## src/rtl/cpu_sequencer_pkg.sv

```systemverilog
`default_nettype none
// ============================================================================
//  Module      : cpu_sequencer_pkg
//  Description : Shared opcode encodings, sequencer state encoding and a small
//                opcode-classification helper for the 4-bit CPU sequencer.
//  Revision    : 1.0 - initial release
// ============================================================================
package cpu_sequencer_pkg;

    // Opcode field IR[7:4]
    localparam logic [3:0] c_OP_NOP      = 4'b0000;
    localparam logic [3:0] c_OP_ADD_A_IM = 4'b0001;
    localparam logic [3:0] c_OP_ADD_B_IM = 4'b0010;
    localparam logic [3:0] c_OP_JNC_IM   = 4'b1110;
    localparam logic [3:0] c_OP_JMP_IM   = 4'b1111;

    // Values are architecturally visible on state_out, so they are pinned.
    typedef enum logic [1:0] {
        ST_IDLE  = 2'd0,
        ST_FETCH = 2'd1,
        ST_EXEC  = 2'd2,
        ST_FAULT = 2'd3
    } seq_state_t;

    // Only the immediate-add instructions produce a meaningful ALU carry.
    function automatic logic is_add_op(input logic [3:0] op);
        return (op == c_OP_ADD_A_IM) || (op == c_OP_ADD_B_IM);
    endfunction

endpackage : cpu_sequencer_pkg
`default_nettype wire

```

## src/rtl/cpu_sequencer_ack_timer.sv

```systemverilog
`default_nettype none
// ============================================================================
//  Module      : seq_ack_timer
//  Description : Counts FETCH cycles spent waiting for the ROM acknowledge.
//                'expired' flags the cycle that is the ACK_TIMEOUT-th
//                consecutive enabled cycle, so the caller can leave FETCH on
//                the following edge.
//  Ports       : clk, reset   - clock, synchronous active-high reset
//                clear        - return count to zero (wins over enable)
//                enable       - count this cycle
//                expired      - combinational, high on the last allowed cycle
//  Revision    : 1.0 - initial release
// ============================================================================
module seq_ack_timer #(
    parameter int unsigned ACK_TIMEOUT = 15
) (
    input  logic clk,
    input  logic reset,
    input  logic clear,
    input  logic enable,
    output logic expired
);

    localparam logic [7:0] c_LAST_COUNT = 8'(ACK_TIMEOUT - 1);

    logic [7:0] r_count;

    always_ff @(posedge clk) begin
        if (reset) begin
            r_count <= '0;
        end else if (clear) begin
            r_count <= '0;
        end else if (enable) begin
            r_count <= r_count + 8'd1;
        end
    end

    // Decoded combinationally so the fault transition happens exactly after
    // ACK_TIMEOUT unacknowledged cycles, not one later.
    assign expired = enable && (r_count == c_LAST_COUNT);

endmodule : seq_ack_timer
`default_nettype wire

```

## src/rtl/cpu_sequencer.sv

```systemverilog
`default_nettype none
// ============================================================================
//  Module      : cpu_sequencer
//  Description : Fetch/execute controller for the 4-bit CPU. Owns PC, IR and
//                the carry flag, fetches instructions over a req/ack
//                handshake, issues a one-cycle execute strobe and resolves
//                JMP/JNC.
//  Ports       : clk, reset           - clock, synchronous active-high reset
//                run                  - continuous fetch/execute enable
//                step_req             - single-step request (CPU_SEQ_STEP_EN)
//                rom_req/rom_addr     - fetch request and address (= PC)
//                rom_ack/rom_data     - ROM handshake and instruction byte
//                op_out/imm_out       - IR opcode / immediate fields
//                exec_en              - execute strobe qualifying reg loads
//                carry_in/carry_flag  - ALU carry-out / registered carry
//                pc_out, state_out    - PC and FSM state
//                fault                - ROM acknowledge timeout (absorbing)
//  Options     : define CPU_SEQ_STEP_EN to add the step_req single-step port.
//  Revision    : 1.0 - initial release
// ============================================================================
module cpu_sequencer
    import cpu_sequencer_pkg::*;
#(
    parameter int unsigned ACK_TIMEOUT = 15,
    parameter logic [3:0]  RESET_PC    = 4'h0
) (
    input  logic       clk,
    input  logic       reset,
    input  logic       run,
`ifdef CPU_SEQ_STEP_EN
    input  logic       step_req,
`endif
    output logic       rom_req,
    output logic [3:0] rom_addr,
    input  logic       rom_ack,
    input  logic [7:0] rom_data,
    output logic [3:0] op_out,
    output logic [3:0] imm_out,
    output logic       exec_en,
    input  logic       carry_in,
    output logic       carry_flag,
    output logic [3:0] pc_out,
    output logic [1:0] state_out,
    output logic       fault
);

    seq_state_t r_state;
    seq_state_t w_state_nxt;

    logic [3:0] r_pc;
    logic [7:0] r_ir;
    logic       r_carry;

    logic [3:0] w_op;
    logic [3:0] w_imm;
    logic [3:0] w_pc_exec;

    logic       w_timer_clear;
    logic       w_timer_en;
    logic       w_timer_expired;

    // w_step_go  : IDLE may start a single FETCH+EXEC
    // w_step_hold: the instruction in flight is a single step, so EXEC must
    //              fall back to IDLE whatever run says
    logic       w_step_go;
    logic       w_step_hold;

    assign w_op  = r_ir[7:4];
    assign w_imm = r_ir[3:0];

    // ------------------------------------------------------------------------
    // Optional single-step support
    // ------------------------------------------------------------------------
`ifdef CPU_SEQ_STEP_EN
    logic r_step_mode;

    // Re-evaluated on every IDLE cycle and held through FETCH/EXEC; run wins.
    always_ff @(posedge clk) begin
        if (reset) begin
            r_step_mode <= 1'b0;
        end else if (r_state == ST_IDLE) begin
            r_step_mode <= !run && step_req;
        end
    end

    assign w_step_go   = step_req;
    assign w_step_hold = r_step_mode;
`else
    assign w_step_go   = 1'b0;
    assign w_step_hold = 1'b0;
`endif

    // ------------------------------------------------------------------------
    // ROM acknowledge timeout
    // ------------------------------------------------------------------------
    seq_ack_timer #(
        .ACK_TIMEOUT (ACK_TIMEOUT)
    ) u_ack_timer (
        .clk     (clk),
        .reset   (reset),
        .clear   (w_timer_clear),
        .enable  (w_timer_en),
        .expired (w_timer_expired)
    );

    // ------------------------------------------------------------------------
    // FSM: state register
    // ------------------------------------------------------------------------
    always_ff @(posedge clk) begin
        if (reset) begin
            r_state <= ST_IDLE;
        end else begin
            r_state <= w_state_nxt;
        end
    end

    // ------------------------------------------------------------------------
    // FSM: next state and Moore outputs
    // ------------------------------------------------------------------------
    always_comb begin
        w_state_nxt   = r_state;
        rom_req       = 1'b0;
        exec_en       = 1'b0;
        fault         = 1'b0;
        w_timer_clear = 1'b1;
        w_timer_en    = 1'b0;

        case (r_state)
            ST_IDLE: begin
                if (run || w_step_go) begin
                    w_state_nxt = ST_FETCH;
                end
            end

            ST_FETCH: begin
                rom_req       = 1'b1;
                w_timer_clear = rom_ack;
                w_timer_en    = !rom_ack;
                // An ack on the final allowed cycle still completes the fetch.
                if (rom_ack) begin
                    w_state_nxt = ST_EXEC;
                end else if (w_timer_expired) begin
                    w_state_nxt = ST_FAULT;
                end
            end

            ST_EXEC: begin
                exec_en = 1'b1;
                if (run && !w_step_hold) begin
                    w_state_nxt = ST_FETCH;
                end else begin
                    w_state_nxt = ST_IDLE;
                end
            end

            ST_FAULT: begin
                fault = 1'b1;
            end

            default: begin
                w_state_nxt = ST_IDLE;
            end
        endcase
    end

    // ------------------------------------------------------------------------
    // Next PC at the end of EXEC. JNC looks at the carry produced by the
    // previous instruction, i.e. the flag before this EXEC updates it.
    // ------------------------------------------------------------------------
    always_comb begin
        w_pc_exec = r_pc + 4'd1;
        case (w_op)
            c_OP_JMP_IM: w_pc_exec = w_imm;
            c_OP_JNC_IM: if (!r_carry) w_pc_exec = w_imm;
            default:     w_pc_exec = r_pc + 4'd1;
        endcase
    end

    // ------------------------------------------------------------------------
    // PC / IR / carry
    // ------------------------------------------------------------------------
    always_ff @(posedge clk) begin
        if (reset) begin
            r_pc    <= RESET_PC;
            r_ir    <= {c_OP_NOP, 4'h0};
            r_carry <= 1'b0;
        end else begin
            case (r_state)
                ST_FETCH: begin
                    if (rom_ack) begin
                        r_ir <= rom_data;
                    end
                end
                ST_EXEC: begin
                    r_pc    <= w_pc_exec;
                    r_carry <= is_add_op(w_op) ? carry_in : 1'b0;
                end
                default: begin
                end
            endcase
        end
    end

    assign rom_addr   = r_pc;
    assign pc_out     = r_pc;
    assign op_out     = w_op;
    assign imm_out    = w_imm;
    assign carry_flag = r_carry;
    assign state_out  = r_state;

endmodule : cpu_sequencer
`default_nettype wire

```

## config.mk

```make
export PLATFORM = sky130hd
export DESIGN_NAME = cpu_sequencer
export DESIGN_NICKNAME = d
export VERILOG_FILES = /design/src/rtl/cpu_sequencer_pkg.sv /design/src/rtl/cpu_sequencer_ack_timer.sv /design/src/rtl/cpu_sequencer.sv
export SDC_FILE = /design/constraint.sdc
export NUM_CORES = 1
export LEC_CHECK = 0
export CORE_ASPECT_RATIO = 1.1
export CORE_MARGIN = 2
export CORE_UTILIZATION = 46
export CTS_CLUSTER_SIZE = 20
export DETAILED_ROUTE_END_ITERATION = 10
export PLACE_DENSITY = 0.83
export SLEW_MARGIN = 10
export SYNTH_ARGS = -nofsm -noshare
export SYNTH_HDL_FRONTEND = slang
export SYNTH_SLANG_ARGS = --single-unit
```

## constraint.sdc

```tcl
create_clock -name clk -period 1.8 [get_ports clk]
set_clock_uncertainty 0.2 [all_clocks]
set_input_delay 0.18 -clock clk [delete_from_list [all_inputs] [get_ports clk]]
set_output_delay 0.18 -clock clk [all_outputs]
set_load 0.02 [all_outputs]
```

==> results.toml <==
[status]
outcome = "complete, no violations"

[timing]
tns_ns = 0
fin_crit_sh_pct = 96.4
max_freq_ghz = 0.576
hold_slack_ns = 0.224
timing.final.ws_setup_ns = 0.0652
report.final.slew_viol_count = 0
setup-violations-final = 0
hold_violations = 0
layout_min_cycle_time_ns = 1.73
relSlewSlack_pct = 74.5
worst_pin_slew_ns = 0.381

[cells_and_area]
area_delta_synth_final_pct = 34.8
drive_above_1_share_pct = 10.1
nets = 191
antenna_cells = 0

[cts]
cts_resized = 5
cts_tree = "done"
path_clk_slew_ns = 0.12
cts.sinks = 23
cts_root_buf = "clkbuf_4"
cts-htree-levels = 1
clock_latency_ns = 0.30
cts_buffers = 3
clock_path_buffers = 2
postCtsSetupBuffers = 0
cts_hold_buffers = 0

[synth]
ys_async_sr_fraction_pct = 0
synth_cells = 135
ys_warn_count = 0
postSynthAreaPerCell_um2 = 8.61
yosysUniqueCellTypes = 34
synth-seq-area-share_pct = 39.6
yosys_most_used_dff = "dfxtp_1"
ys_ff_latch = 23
synth_nets = 157
synth_area_um2 = 1160
synth_edf_count = 0

[critical_path]
rr_worst_depth = 6
cp-startpoint = "r_ir[6]"
worst-path-stages = 1
cp-end-kind = "primary output"
critPathMaxFanout = 4
critPathKind = "flop to primary output"
max_stage_delay_ns = 0.64
worst_ep_required_time_ns = 1.42
r2r-end = "u_ack_timer.r_count[3]"
reg2reg_slack_ns = 0.09
r2r-start = "state_out[1]"
worst-path-buf-inv = 1
cp.arrival_ns = 1.35
crit_path_start_kind = "flop"
path_cells = "clkdlybuf4s50_1"
crit_family = "buffers and inverters"
cp_slowest_cell = "clkdlybuf4s50_1"

[die]
start_util_pct = 47.5
die-area_um2 = 2950
core-area_um2 = 2450
die_h_um = 56.7
pin_count = 35
rows = 19
dieWidth_um = 51.9

[route]
firstDrtPassIters = 4
wirelength_um = 2520
vias = 1048
wl_per_cell_um = 12.7
route.detailed.drc = 0
detail_route.iter0.violations = 16
via_per_inst = 5.27
drtAntennaViolNets = 0

[min_path]
min_from = "rom_data[2]"
hold_path_class = "primary input to flop"
hold_depth = 3
holdPathEnd = "r_ir[2]"

[place]
place.gp.congestion = 0.845
port_buffers = 34
dp_hpwl_um = 1970
pre_cts_slack_ns = 0.0553

[power_and_ir_drop]
ir_worst_vdd_uv = 603
power_density_nw_per_um2 = 1030
p_leak_nw = 0.688

[grt]
antenna_found_initial = 0
grt_max_degree = 14
overflow = 0
grt.total_usage_pct = 18.2
grt_pass1_vias = 906
grt_pass1_wl_um = 4110

[job]
maxCapViolCount = 0
registers in the layout (all words and copies together), names as in the netlist:
signal / flops
carry_flag: 1
state_out: 2
pc_out: 4
r_ir: 8
u_ack_timer.r_count: 8
area by class of cell:
cell class | instances | area (um2)
inverter | 6 | 22.5
clock buffer | 3 | 22.5
multi-input combinational | 96 | 631
clock inverter | 1 | 5.00
sequential | 23 | 463
fill | 204 | 882
tap | 31 | 38.8
timing repair buffer | 39 | 384
how the worst max path moves through the flow:
stage	to	slack, ns
finish	op_out[2]	0.07
floorplan	pc_out[0]	0.01
global route	state_out[0]	-0.003
CTS	exec_en	0.001
detailed placement	exec_en	0.06
global placement	exec_en	0.12
per-stage QoR:
step | cell area, um2 | utilization (%) | cells | power [mW]
after floorplan | 1160 | - | 135 | 1.12
after global placement | 1530 | 62.3 | 195 | 1.39
after detailed placement | 1530 | 62.3 | 195 | 1.42
after CTS | 1550 | 63.3 | 199 | 1.64
after global routing | 1570 | 64.0 | 199 | 1.73
final | 1570 | 64.0 | 199 | 1.61
Yosys cell counts, types with 2 or more instances:
library cell	count	area [um2]
nand2b_1	2	12.5
nor3_1	2	10.0
inv_1	6	22.5
dfxtp_1	23	460
xnor2_1	2	17.5
o21ai_0	3	15.0
a21oi_1	12	60.1
nand2_1	14	52.6
buf_4	4	30.0
o311ai_0	2	17.5
nand3_1	13	65.1
ha_1	9	113
or3_1	2	12.5
xor2_1	5	43.8
nor4bb_1	2	20.0
clkbuf_1	4	15.0
nor3b_1	3	22.5
buf_2	2	10.0
nor2_1	10	37.5
power breakdown:
group / internal, mW / leakage [nW] / switching, mW
registers: 0.583 / 0.187 / 0.0914
logic: 0.328 / 0.483 / 0.380
clock network: 0.0827 / 0.0177 / 0.146
cells by family (layout without fill, tap and decap cells):
logic type	after synthesis	after routing	synth area share, %
fa+ha+maj	9	9	9.69
compound gates	22	22	11.9
xor+xnor	7	7	5.27
buf+inv	16	49	6.67
simple gates	57	57	25.9
flops	23	23	39.6
mux	1	1	0.861
worst reg2reg max path, stage by stage (launching register included):
cell	delay, ns
dfxtp_2	0.37
inv_1	0.10
ha_1	0.19
buf_4	0.18
nand2b_1	0.11
or2_2	0.37
nor2_1	0.13
metal layers:
layer	vias to the layer above	track usage, %	wire, um
met5	-	0	0
met4	0	6.77	42
met3	4	3.19	112
met2	30	29.3	1280
met1	482	23.8	1080
li1	532	-	-
cell usage in the layout, fill, tap and decap left out, types with 2 or more instances in the layout:
cell / Yosys / layout
clkdlybuf4s50_1: 0 / 24
dfxtp_1: 23 / 21
nand2_1: 14 / 14
nand3_1: 13 / 13
a21oi_1: 12 / 11
nor2_1: 10 / 10
ha_1: 9 / 8
inv_1: 6 / 6
dlymetal6s2s_1: 0 / 6
xor2_1: 5 / 5
buf_4: 4 / 5
nor3b_1: 3 / 3
o21ai_0: 3 / 3
clkbuf_4: 0 / 3
dlygate4sd2_1: 0 / 3
nand2b_1: 2 / 2
nor4bb_1: 2 / 2
o311ai_0: 2 / 2
nor3_1: 2 / 2
or3_1: 2 / 2
xnor2_1: 2 / 2
dfxtp_2: 0 / 2
No activity file was read; power rests on OpenSTA's default activity.
